### src/rtl/bus_valve_ctrl.sv
// bus_valve_ctrl
//   Watches a master/slave command-response bus and decides when the bus
//   valve may isolate the slave side. Accepted reads are counted until their
//   responses are accepted; a close request first stalls new commands (DRAIN)
//   and only closes the valve once nothing is outstanding or the drain
//   timeout expires.
//
// Ports
//   clk           single clock, rising edge
//   reset         synchronous, active-high
//   close_req     level request to isolate the slave side
//   mcmd          observed MCmd (IDLE=0, WRITE=1, READ=2)
//   scmd_accept   observed SCmdAccept
//   sresp         observed SResp (NULL=0)
//   mresp_accept  observed MRespAccept
//   cmd_block     stall new commands at the upstream gate
//   close         close input of the bus valve
//   state         OPEN=0, DRAIN=1, CLOSED=2
//   outstanding   accepted reads still awaiting a response
//   timeout       sticky: last close was forced by the drain timeout
//   err           sticky: outstanding counter overflow/underflow
//
// state  | meaning
// OPEN   | traffic flows, reads and responses are counted
// DRAIN  | new commands stalled, waiting for outstanding reads to finish
// CLOSED | valve closed, counters frozen at zero
module bus_valve_ctrl #(
  parameter int MAX_OUTSTANDING = 8,
  parameter int DRAIN_TIMEOUT   = 1024
) (
  input  logic                                     clk,
  input  logic                                     reset,
  input  logic                                     close_req,
  input  logic [2:0]                               mcmd,
  input  logic                                     scmd_accept,
  input  logic [1:0]                               sresp,
  input  logic                                     mresp_accept,
  output logic                                     cmd_block,
  output logic                                     close,
  output logic [1:0]                               state,
  output logic [$clog2(MAX_OUTSTANDING+1)-1:0]     outstanding,
  output logic                                     timeout,
  output logic                                     err
);

  localparam int OW = $clog2(MAX_OUTSTANDING + 1);
  localparam int TW = (DRAIN_TIMEOUT > 1) ? $clog2(DRAIN_TIMEOUT) : 1;
  localparam bit TIMEOUT_EN = (DRAIN_TIMEOUT > 0);
  localparam logic [OW-1:0] OUT_MAX = OW'(MAX_OUTSTANDING);
  // Counter value seen during the last permitted DRAIN cycle.
  localparam logic [TW-1:0] T_LAST = TW'((DRAIN_TIMEOUT > 0) ? DRAIN_TIMEOUT - 1 : 0);

  localparam logic [2:0] CMD_READ  = 3'd2;
  localparam logic [1:0] RESP_NULL = 2'd0;

  typedef enum logic [1:0] {
    ST_OPEN   = 2'd0,
    ST_DRAIN  = 2'd1,
    ST_CLOSED = 2'd2
  } state_t;

  state_t          state_q, state_d;
  logic [OW-1:0]   out_q, out_d;
  logic [TW-1:0]   drain_cnt;
  logic            timeout_q, timeout_d;
  logic            err_q, err_d;

  logic rd_acc, rsp_acc, counting, ovf, unf, timeout_hit;

  assign rd_acc  = (mcmd == CMD_READ) && scmd_accept;
  assign rsp_acc = (sresp != RESP_NULL) && mresp_accept;

  assign counting = (state_q != ST_CLOSED);
  assign ovf = counting && rd_acc && !rsp_acc && (out_q == OUT_MAX);
  assign unf = counting && rsp_acc && !rd_acc && (out_q == '0);

  // Drain completion wins over the timeout when both land in the same cycle,
  // so the timeout flag only reports closes that abandoned live reads.
  assign timeout_hit = TIMEOUT_EN && (state_q == ST_DRAIN) && close_req &&
                       (out_q != '0) && (drain_cnt == T_LAST);

  always_comb begin
    state_d = state_q;
    case (state_q)
      ST_OPEN: begin
        if (close_req) state_d = ST_DRAIN;
      end
      ST_DRAIN: begin
        if (!close_req)       state_d = ST_OPEN;
        else if (out_q == '0) state_d = ST_CLOSED;
        else if (timeout_hit) state_d = ST_CLOSED;
      end
      ST_CLOSED: begin
        if (!close_req) state_d = ST_OPEN;
      end
      default: state_d = ST_OPEN;
    endcase
  end

  always_comb begin
    out_d = out_q;
    if (state_d == ST_CLOSED) begin
      out_d = '0;
    end else if (counting) begin
      if (rd_acc && !rsp_acc && !ovf)      out_d = out_q + 1'b1;
      else if (rsp_acc && !rd_acc && !unf) out_d = out_q - 1'b1;
    end
  end

  always_comb begin
    timeout_d = timeout_q;
    if (timeout_hit)                                   timeout_d = 1'b1;
    else if (state_q == ST_CLOSED && state_d == ST_OPEN) timeout_d = 1'b0;
  end

  assign err_d = err_q | ovf | unf;

  always_ff @(posedge clk) begin
    if (reset) begin
      state_q   <= ST_OPEN;
      out_q     <= '0;
      timeout_q <= 1'b0;
      err_q     <= 1'b0;
    end else begin
      state_q   <= state_d;
      out_q     <= out_d;
      timeout_q <= timeout_d;
      err_q     <= err_d;
    end
  end

  // Restarts from zero every time DRAIN is entered because it is held at
  // zero in every other state.
  always_ff @(posedge clk) begin
    if (reset)
      drain_cnt <= '0;
    else if (TIMEOUT_EN && state_q == ST_DRAIN)
      drain_cnt <= drain_cnt + 1'b1;
    else
      drain_cnt <= '0;
  end

  assign state       = state_q;
  assign cmd_block   = (state_q != ST_OPEN);
  assign close       = (state_q == ST_CLOSED);
  assign outstanding = out_q;
  assign timeout     = timeout_q;
  assign err         = err_q;

endmodule

### config.mk
export PLATFORM = sky130hd
export DESIGN_NAME = bus_valve_ctrl
export DESIGN_NICKNAME = d
export VERILOG_FILES = /design/src/rtl/bus_valve_ctrl.sv
export SDC_FILE = /design/constraint.sdc
export NUM_CORES = 1
export LEC_CHECK = 0
export CORE_ASPECT_RATIO = 1.4
export CORE_MARGIN = 2
export CORE_UTILIZATION = 45
export DETAILED_ROUTE_END_ITERATION = 10
export PLACE_DENSITY = 0.8
export SYNTH_ARGS = -nofsm -noshare
export SYNTH_HDL_FRONTEND = slang
export SYNTH_SLANG_ARGS = --single-unit
### constraint.sdc
create_clock -name clk -period 3.6 [get_ports clk]
set_input_delay 0.72 -clock clk [delete_from_list [all_inputs] [get_ports clk]]
set_output_delay 0.72 -clock clk [all_outputs]
set_load 0.02 [all_outputs]
# Yosys cells after proc, flatten, opt, wreduce, memory -nomap -nowiden
# Index checks and enable logic that the tools add are counted.
# Widths: inputs -> output; s select.
[word_totals] reg_bits=18 inputBits=10 word_cells=59
[classes] add_sub_neg=3 eq_ne=7 mux=10 bitwise=3 reduce_logical=31
[ops] op="$logic_and 1x1->1" n=16
[ops] op="$add 10x1->10 const B" n=1
[ops] op="$eq 10x10->1 const B" n=1
[ops] op="$mux 2" n=5
[ops] op="$mux 4" n=2
[ops] op="$reduce_bool 2->1" n=4
[ops] op="$pmux 2 s3" n=1
[ops] op="$add 4x1->4 const B" n=1
[ops] op="$eq 2x2->1 const B" n=2
[ops] op="$eq 4x4->1 const B" n=1
[ops] op="$logic_not 1->1" n=4
[ops] op="$logic_not 2->1" n=2
[ops] op="$logic_not 4->1" n=1
[ops] op="$reduce_bool 4->1" n=1
[ops] op="$reduce_or 2->1" n=2
[ops] op="$sub 4x1->4 const B" n=1
[ops] op="$eq 3x2->1 const B" n=1
[ops] op="$eq 2x1->1 const B" n=1
[ops] op="$mux 1" n=2
[ops] op="$ne 2x2->1 const B" n=1
[ops] op="$or 1x1->1" n=2
[ops] op="$reduce_and 2->1" n=1
[ops] op="$not 1->1" n=1

# Depth between registers and ports, before layout
[logic_depth] ltp_word=12 ltp_mapped=9 ltp_nobuf=9

# Least setup slack after synthesis
# OpenSTA, ideal clock, no wires.
[synth_timing] path_type="input-to-reg" start="input port mcmd[2]" end="register out_q[3] (netlist: outstanding[3])" setup_ns=0.070 arrival_ns=2.453 path_slack_ns=1.077 stages=9 n_path_buf=0 cell_sequence="nand4bb_4 -> a311oi_4 -> inv_1 -> ha_1 -> a21o_1 -> a21oi_1 -> xnor2_1 -> or3_1 -> a21oi_1"
[synth_via] elab_chain_cells=9 elab_cells_between_ends=17
[synth_lines] item="start, declared" line="34" rtl="input logic [2:0] mcmd,"
[synth_lines] item="$eq 3x2->1 (*)" line="70" rtl="assign rd_acc = (mcmd == CMD_READ) && scmd_accept;"
[synth_lines] item="$logic_and 1x1->1 (*)" line="70"
[synth_lines] item="$logic_and 1x1->1 or $logic_not 1->1 (tied branches)" line="74, 75, 106"
[synth_lines] item="$logic_and 1x1->1, on equally long branches (2 in series)" line="74, 75"
[synth_lines] item="$logic_not 1->1, on equally long branches" line="105, 106"
[synth_lines] item="$logic_and 1x1->1, on equally long branches" line="105, 106"
[synth_lines] item="$reduce_bool 2->1 (no line)"
[synth_lines] item="$reduce_and 2->1 (no line)"
[synth_lines] item="end signal, assigned" line="126" rtl="out_q <= out_d;"
[synth_lines] item="end, declared" line="63" rtl="logic [OW-1:0] out_q, out_d;"
# Every way passes the cells marked *; elsewhere a longest branch is shown, timed or not.
# A chain may end at the register's enable or synchronous reset.

# Final worst setup path
# Ends and elaborated chain as after synthesis.

==> impl_metrics.env <==
export IMPL_ant_nets=0
export IMPL_layout_min_cycle_time_ns=2.80
export IMPL_met2_usage=0.297
export IMPL_path_buf_inv=2
export IMPL_power_density_nw_per_um2=522
export IMPL_criticalPathCategory="in2reg"
export IMPL_startpoint="mcmd[2]"
export IMPL_cp_data_required_time_ns=3.82
export IMPL_grt_pass1_vias=741
export IMPL_p_leak_uw=0.000438
export IMPL_ys_types=35
export IMPL_critPathSlowestCell="clkdlybuf4s50_1"
export IMPL_cts_tree="yes"
export IMPL_grt_use_total=0.152
export IMPL_die_x_um=42.3
export IMPL_skew_ns=0.00198
export IMPL_ys_seq_elements=18
export IMPL_synth_most_common_cell="dfxtp_1"
export IMPL_cts_buffers=3
export IMPL_critPathMaxStageDelay_ns=0.40
export IMPL_htreeDepth=1
export IMPL_hp_class="reg2reg"
export IMPL_antenna_found_initial=0
export IMPL_synth_cells=96
export IMPL_synth_top_area_share=0.391
export IMPL_yosysSeqAreaShare=0.391
export IMPL_drv_cap=0
export IMPL_cts_hold_buf=0
export IMPL_hold_viol=0
export IMPL_routedWlPerCell_um=12.1
export IMPL_drv_slew=0
export IMPL_area_delta_synth_final_pct=27.0
export IMPL_crit_family="compound AO/OA/AOI/OAI gates"
export IMPL_yosys_warnings=0
export IMPL_root_buffer="clkbuf_4"
export IMPL_min_from="drain_cnt[0]"
export IMPL_crit_chain="clkdlybuf4s50_1 -> nand4bb_4 -> a311oi_4 -> inv_1 -> ha_1 -> a21o_1 -> a21oi_1 -> xnor2_1 -> or3_1 -> a21oi_1"
export IMPL_netlist_top_cells_area="dfxtp_1 (39%), xor2_1 (5.7%), nor2_1 (5.3%)"
export IMPL_drt_first_iter_violations=11
export IMPL_clockBufferDepth=2
export IMPL_ys_async_sr_fraction=0
export IMPL_status="completed"
export IMPL_clock_sinks=18
export IMPL_cp_end_kind="flop"
export IMPL_viasPerCell=5.42
export IMPL_stdcell_area_um2=1170
export IMPL_fmax_mhz=357
export IMPL_initial_core_util=0.473
export IMPL_period_share=0.778
export IMPL_firstDrtPassIters=4
export IMPL_cp_max_fo=3
export IMPL_nNetsFinal=133
export IMPL_syn_avg_cell_area_um2=9.61
export IMPL_grt_start_max_net_pins=11
export IMPL_post_cts_resized=0
export IMPL_insertion_delay_ns=0.29
export IMPL_cts_setup_buffers=0
export IMPL_rsz0062_at_grt="false"
export IMPL_yosysTopAreaCell="dfxtp_1"
export IMPL_cp_arrival_ns=3.03
export IMPL_syn_nets=110
export IMPL_reg2reg_from="outstanding[0]"
export IMPL_num_vias=754
export IMPL_port_buffers=19
export IMPL_globalplace_congestion=0.749
export IMPL_critPathLaunchType="input port"
export IMPL_irDropWorstVdd_mv=0.359
export IMPL_tightest_slew_ns=0.534
export IMPL_fp_dieArea_um2=2430
export IMPL_synth_ff_type="dfxtp_1"
export IMPL_die_h_um=57.6
export IMPL_synth_edf_count=0
export IMPL_relSlewSlack=0.641
export IMPL_grt_util_met3=0.0190
export IMPL_synth_common_cells="dfxtp_1 (18), nor2_1 (13), a21oi_1 (7)"
export IMPL_finalWirelength_um=1680
export IMPL_grt_pass1_wl_um=2860
export IMPL_placed_cell_area_um2=1130
export IMPL_core_area_um2=1950
export IMPL_diodes=0
export IMPL_rows=19
export IMPL_drcViolationCount=0
export IMPL_overflow=0
export IMPL_ios=20
export IMPL_finalSetupViolCount=0
export IMPL_drive_gt1_frac=0.102
export IMPL_syn_area_um2=922
export IMPL_top_usage_layer="met2"
export IMPL_crit_top_cell="a21oi_1"
export IMPL_use_met1=0.155
export IMPL_dp_hpwl_um=1390
export IMPL_clk_pin_slew_worst_paths_ns=0.09
export IMPL_fin_tns_setup_ns=0
## metal layers
| layer | vias to the layer above | routed length, um | share of wire |
|---|---|---|---|
| li1 | 382 | - | - |
| met1 | 349 | 690 | 0.41 |
| met2 | 18 | 883 | 0.52 |
| met3 | 5 | 80 | 0.048 |
| met4 | 0 | 29 | 0.017 |
| met5 | - | 0 | 0 |
## layout by cell type (no fill, tap or decap), types with 2 or more instances in the layout
cell              n
nand3_1           3
and3_1            3
mux2i_1           2
ha_1              3
o21ai_0           4
clkbuf_4          3
a21oi_1           7
clkdlybuf4s50_1  19
or3_1             4
dfxtp_1          18
nor2_1           13
inv_1             5
xnor2_1           5
xor2_1            6
## kinds of logic after synthesis
group,Yosys count,share of synthesized area
and+or+nand+nor,35,0.232
DFF,18,0.391
muxes,3,0.0339
buffers and inverters,6,0.0244
adders and majority gates,4,0.0624
xor gates and xnor gates,11,0.104
AOI/OAI and AO/OA,19,0.152
## through the flow
step | worst slack, ns | utilization | total power, uW | hold slack, ns | std cells
after floorplan | 1.08 | - | 413 | 0.413 | 96
after global placement | 0.598 | 0.582 | 489 | 0.424 | 135
after detailed placement | 0.481 | 0.582 | 499 | 0.438 | 135
after CTS | 0.779 | 0.601 | 619 | 0.453 | 139
after global routing | 0.694 | 0.601 | 650 | 0.463 | 139
final | 0.798 | 0.601 | 611 | 0.453 | 139
## registers in the layout (all words and copies together), names as in the netlist
| register | cells |
|---|---|
| outstanding | 4 |
| err | 1 |
| state | 2 |
| timeout | 1 |
| drain_cnt | 10 |
## layout make-up
cell class | count | area, um^2
Clock buffer | 4 | 36.3
Fill cell | 179 | 778
Inverter | 5 | 18.8
Multi-Input combinational cell | 72 | 539
Sequential cell | 18 | 360
Tap cell | 21 | 26.3
Timing Repair Buffer | 19 | 190
## final timing paths
kind                         end  slack, ns  cells after the start
setup / recovery  outstanding[3]       0.80                     10
hold / removal      drain_cnt[0]       0.45                      1
setup reg to reg  outstanding[3]       1.18                      9
hold reg to reg     drain_cnt[0]       0.45                      1
## power by group
| part | internal [uW] | switching [uW] | total, uW |
|---|---|---|---|
| clock network | 61.6 | 58.1 | 120 |
| registers | 220 | 33.0 | 253 |
| logic | 120 | 118 | 239 |
(Power assumes the default switching activity.)
==> RTL edit 1, RTL diff (same flow settings) <==
Register the input `mresp_accept` before use, with the module's reset. The logic sees it one clock later. The other inputs are not delayed to match.
--- a/src/rtl/bus_valve_ctrl.sv
+++ b/src/rtl/bus_valve_ctrl.sv
@@ -61,2 +61,12 @@
 
+  logic mresp_accept_q;
+
+  always_ff @(posedge clk) begin
+    if (reset) begin
+      mresp_accept_q <= '0;
+    end else begin
+      mresp_accept_q <= mresp_accept;
+    end
+  end
+
   state_t          state_q, state_d;
@@ -70,3 +80,3 @@
   assign rd_acc  = (mcmd == CMD_READ) && scmd_accept;
-  assign rsp_acc = (sresp != RESP_NULL) && mresp_accept;
+  assign rsp_acc = (sresp != RESP_NULL) && mresp_accept_q;
 
Function: changed (Yosys sat finds a counterexample within 4 cycles, from zero or initial values and one cycle with reset high).
==> RTL edit 1 against the unedited design <==
- sequential cell count up 1
- final area rose by 0.85%
- critical endpoint unchanged
- area after synthesis up 2.2%
- setup slack worse by 0.043 ns
- final cell count up 3.6%
- wire length grew 9.6%
- power decreased by 24%
- clock power is 12% lower
==> RTL edit 1: results (changes against the unedited design) <==
| Metric | Value |
|---|---|
| Clock Root Buffer | `clkbuf_4 (unchanged)` |
| Fraction of layout cells with a size suffix above 1 | `0.0894 (was 0.102)` |
| Vias in the first global route | `771 (was 741)` |
| Number of buffers inserted by port buffering | `19 (unchanged)` |
| Via Count | `778 (was 754)` |
| Status | `complete, no violations (unchanged)` |
| Clock latency on the worst-skew pair | `0.29 ns (about the same)` |
| LEAKAGE | `0.000431 uW (was 0.000438 uW)` |
| Dpl ws | `0.423 ns (was 0.481 ns)` |
| Post-synthesis sequential area ratio | `0.404 (was 0.391)` |
| Main synth FF type | `dfxtp_1 (unchanged)` |
| Initial DRC count | `14 (was 11)` |
| Clock Path Buffers | `2 (unchanged)` |
| TritonCTS buffer count | `3 (unchanged)` |
| Antenna diodes | `0 (unchanged)` |
| Biggest register | `drain_cnt (unchanged)` |
| DRT met1 WL | `763 um (was 690 um)` |
| P_sw | `136 uW (was 209 uW)` |
| Uppermost routed layer | `met4 (unchanged)` |
| Post-CTS resize count | `0 (unchanged)` |
| Global-route wire length before repair | `2.99 mm (was 2.86 mm)` |
| Syn. warnings | `0 (unchanged)` |
| Routed wl met3 | `97 um (was 80 um)` |
| Synth cell types | `33 (was 35)` |
| Detailed-route wire length | `1.84 mm (was 1.68 mm)` |
| Largest cells by area after synthesis | `dfxtp_1 (40%), nor2_1 (5.2%), xnor2_1 (4.6%) (was dfxtp_1 (39%), xor2_1 (5.7%), nor2_1 (5.3%))` |
| Largest register FFs | `10 (unchanged)` |
| Least-Margin Pin Slew | `0.413 ns (was 0.534 ns)` |
| Crit path launch | `mcmd[2] (unchanged)` |
| Ys async rst share | `0 (unchanged)` |
| Synth Area per Inst | `9.33 um^2 (was 9.61 um^2)` |
| Hpwl dp | `1.46 mm (was 1.39 mm)` |
| Syn nets | `115 (was 110)` |
| Peak supply drop | `0.000223 V (was 0.000359 V)` |
| Post-place instance area | `1150 um^2 (was 1130 um^2)` |
| Synth cell count leaders | `dfxtp_1 (19), nor2_1 (13), a21oi_1 (7) (was dfxtp_1 (18), nor2_1 (13), a21oi_1 (7))` |
| Pre-antenna DRT Iters | `6 (was 4)` |
| Clock skew | `0.00372 ns (was 0.00198 ns)` |
| Antenna violations before repair | `0 (unchanged)` |
| Hold path startpoint | `drain_cnt[0]$_SDFF_PP0_ (unchanged)` |
| Global Route Usage Sum | `0.154 (was 0.152)` |
| Largest net degree at the start of global routing | `11 (unchanged)` |
| Worst hold path type | `flop to flop (unchanged)` |
| Post-Place Cells | `140 (was 135)` |
| Post-CTS Setup Bufs | `0 (unchanged)` |
| Post-Syn Area | `942 um^2 (was 922 um^2)` |
| Final Wtd Congestion | `0.768 (was 0.749)` |
| CTS clk-pin slew, worst paths | `0.10 ns` |
| H-Tree Depth | `1 (unchanged)` |
| Worst R2R Start | `outstanding[0]$_SDFFE_PP0P_ (unchanged)` |
| Power, Total | `462 uW (was 611 uW)` |
| Crit-path max FO | `3 (unchanged)` |
| Wire per inst | `12.8 um (was 12.1 um)` |
| Routed length on met2 | `966 um (was 883 um)` |
[RTL edit 1: critical path: stages]
cell and delay, ns:
clkdlybuf4s50_1 0.40, nand4bb_4 0.24, a311oi_2 0.33, inv_1 0.14
ha_1 0.30, a21o_1 0.19, a21oi_1 0.19, xnor2_1 0.11
or3_1 0.34, a21oi_2 0.13
[RTL edit 1: power groups by stage]
stage | Sequential (uW) | Clock (uW) | Combinational [uW]
floorplan | 248 | 0 | 67.0
global placement | 238 | 0 | 118
detailed placement | 239 | 0 | 124
CTS | 234 | 109 | 125
global route | 236 | 116 | 133
finish | 234 | 105 | 123
[RTL edit 1: logic make-up after synthesis]
logic type	Yosys count	synth area share
mux	3	0.0332
flops	19	0.404
xor+xnor	9	0.0837
compound gates	22	0.158
fa+ha+maj	4	0.0611
simple gates	38	0.236
buf+inv	6	0.0239
[RTL edit 1: path summary, 6_finish.rpt]
kind	end	slack, ns	cells after the start
worst min-delay path	drain_cnt[0]$_SDFF_PP0_	0.48	1
worst max-delay path	outstanding[3]$_SDFFE_PP0P_	0.75	10
worst min register to register	drain_cnt[0]$_SDFF_PP0_	0.48	1
worst max register to register	outstanding[3]$_SDFFE_PP0P_	1.19	9
[RTL edit 1: routing by layer]
layer	GRT usage	vias up
met3	0.0312	4
met5	0	-
li1	-	396
met4	0.0625	0
met1	0.167	357
met2	0.286	21
[RTL edit 1: final cells by class]
cell class                      instances  area (um^2)
Timing Repair Buffer                   19          190
Fill cell                             176          792
Clock buffer                            4         26.3
Multi-Input combinational cell         76          539
Tap cell                               21         26.3
Sequential cell                        19          380
Inverter                                5         18.8
==> RTL edit 2, RTL diff (config.mk and constraints unchanged) <==
Made on the original files. Change the parameter `DRAIN_TIMEOUT` from 1024 to 512.
--- a/src/rtl/bus_valve_ctrl.sv
+++ b/src/rtl/bus_valve_ctrl.sv
@@ -28,3 +28,3 @@
   parameter int MAX_OUTSTANDING = 8,
-  parameter int DRAIN_TIMEOUT   = 1024
+  parameter int DRAIN_TIMEOUT   = 512
 ) (
Check against the original RTL: same outputs for any inputs over 10 cycles, from zero or initial values and one cycle with reset high; that may be too few to reach the edited logic, so the function may still have changed.
==> RTL edit 2 against the unedited design <==
- final cell count fell by 2.9%
- first-iteration DRC count fell by 45%
- sequential cell count fell by 1
- synthesized cell count fell by 3.1%
- count of clock-buffer cells in the layout fell by 1
- wire length fell by 1.6%
- final area fell by 7.2%
- global-route usage rose by 2.5 points
- non-clock buffer count did not move
- setup slack got worse by 0.099 ns
- power fell by 9.5%
- area after synthesis fell by 8.0%
- critical endpoint unchanged
- largest cell class unchanged
==> RTL edit 2: results (changes against the unedited design) <==
| Metric | Value |
|---|---|
| Clock skew | `0.00525 ns (was 0.00198 ns)` |
| Global Route Usage Sum | `0.177 (was 0.152)` |
| Internal Power | `361 uW (was 402 uW)` |
| Syn nets | `108 (was 110)` |
| Max stage delay on crit path | `0.52 ns (was 0.40 ns)` |
| Largest register FFs | `9 (was 10)` |
| Via Count | `720 (was 754)` |
| Antenna violations before repair | `0 (unchanged)` |
| Initial DRC count | `6 (was 11)` |
| Hpwl dp | `1.29 mm (was 1.39 mm)` |
| Fraction of layout cells with a size suffix above 1 | `0.0609 (was 0.102)` |
| Clock Path Buffers | `2 (unchanged)` |
| Peak supply drop | `0.000321 V (was 0.000359 V)` |
| Post-place instance area | `1060 um^2 (was 1130 um^2)` |
| Worst R2R Setup Slack | `1.15 ns (was 1.18 ns)` |
| Period utilization | `0.806 (was 0.778)` |
| Comb group | `215 uW (was 239 uW)` |
| Synth Area per Inst | `9.12 um^2 (was 9.61 um^2)` |
| Post-synthesis sequential area ratio | `0.401 (was 0.391)` |
| Largest cells by area after synthesis | `dfxtp_1 (40%), nor2_1 (7.1%), ha_1 (5.9%) (was dfxtp_1 (39%), xor2_1 (5.7%), nor2_1 (5.3%))` |
| Final Wtd Congestion | `0.809 (was 0.749)` |
| Sequential share of power | `0.428 (was 0.414)` |
| Crit-path max FO | `4 (was 3)` |
| Synth cell types | `29 (was 35)` |
| Crit path DAT | `3.14 ns (was 3.03 ns)` |
| Detailed-route wire length | `1.66 mm (was 1.68 mm)` |
| Dpl ws | `0.401 ns (was 0.481 ns)` |
| Routed length on met2 | `912 um (was 883 um)` |
| Global-route wire length before repair | `2.78 mm (was 2.86 mm)` |
| Power share of the combinational group | `0.388 (was 0.390)` |
| Clock Root Buffer | `clkbuf_4 (unchanged)` |
| Hold WS | `0.449 ns (was 0.453 ns)` |
| Global-route met1 utilization | `0.182 (was 0.155)` |
| DRT met1 WL | `640 um (was 690 um)` |
| Status | `complete, no violations (unchanged)` |
## RTL edit 2: cell count changes after synthesis, moves of 2 or more
cell,unedited run,this run
a21oi_1,7,4
or3_1,4,2
xor2_1,6,4
nor2_1,13,16
nand2_1,1,3
## RTL edit 2: logic make-up (layout without fill, tap and decap cells)
family / count (synthesis) / after routing / synth area share
AO/OA/AOI/OAI: 14 / 14 / 0.111
buffers and inverters: 6 / 28 / 0.0265
adder cells (fa/ha/maj): 5 / 5 / 0.0826
flip-flops: 17 / 17 / 0.401
XOR/XNOR: 9 / 9 / 0.0929
multiplexers: 2 / 2 / 0.0236
AND/OR/NAND/NOR: 40 / 40 / 0.263
## RTL edit 2: layout make-up
type | instances | area [um^2]
Clock buffer | 3 | 22.5
Sequential cell | 17 | 340
Tap cell | 20 | 25.0
Fill cell | 180 | 692
Timing Repair Buffer | 19 | 190
Clock inverter | 1 | 5.00
Multi-Input combinational cell | 70 | 485
Inverter | 5 | 18.8
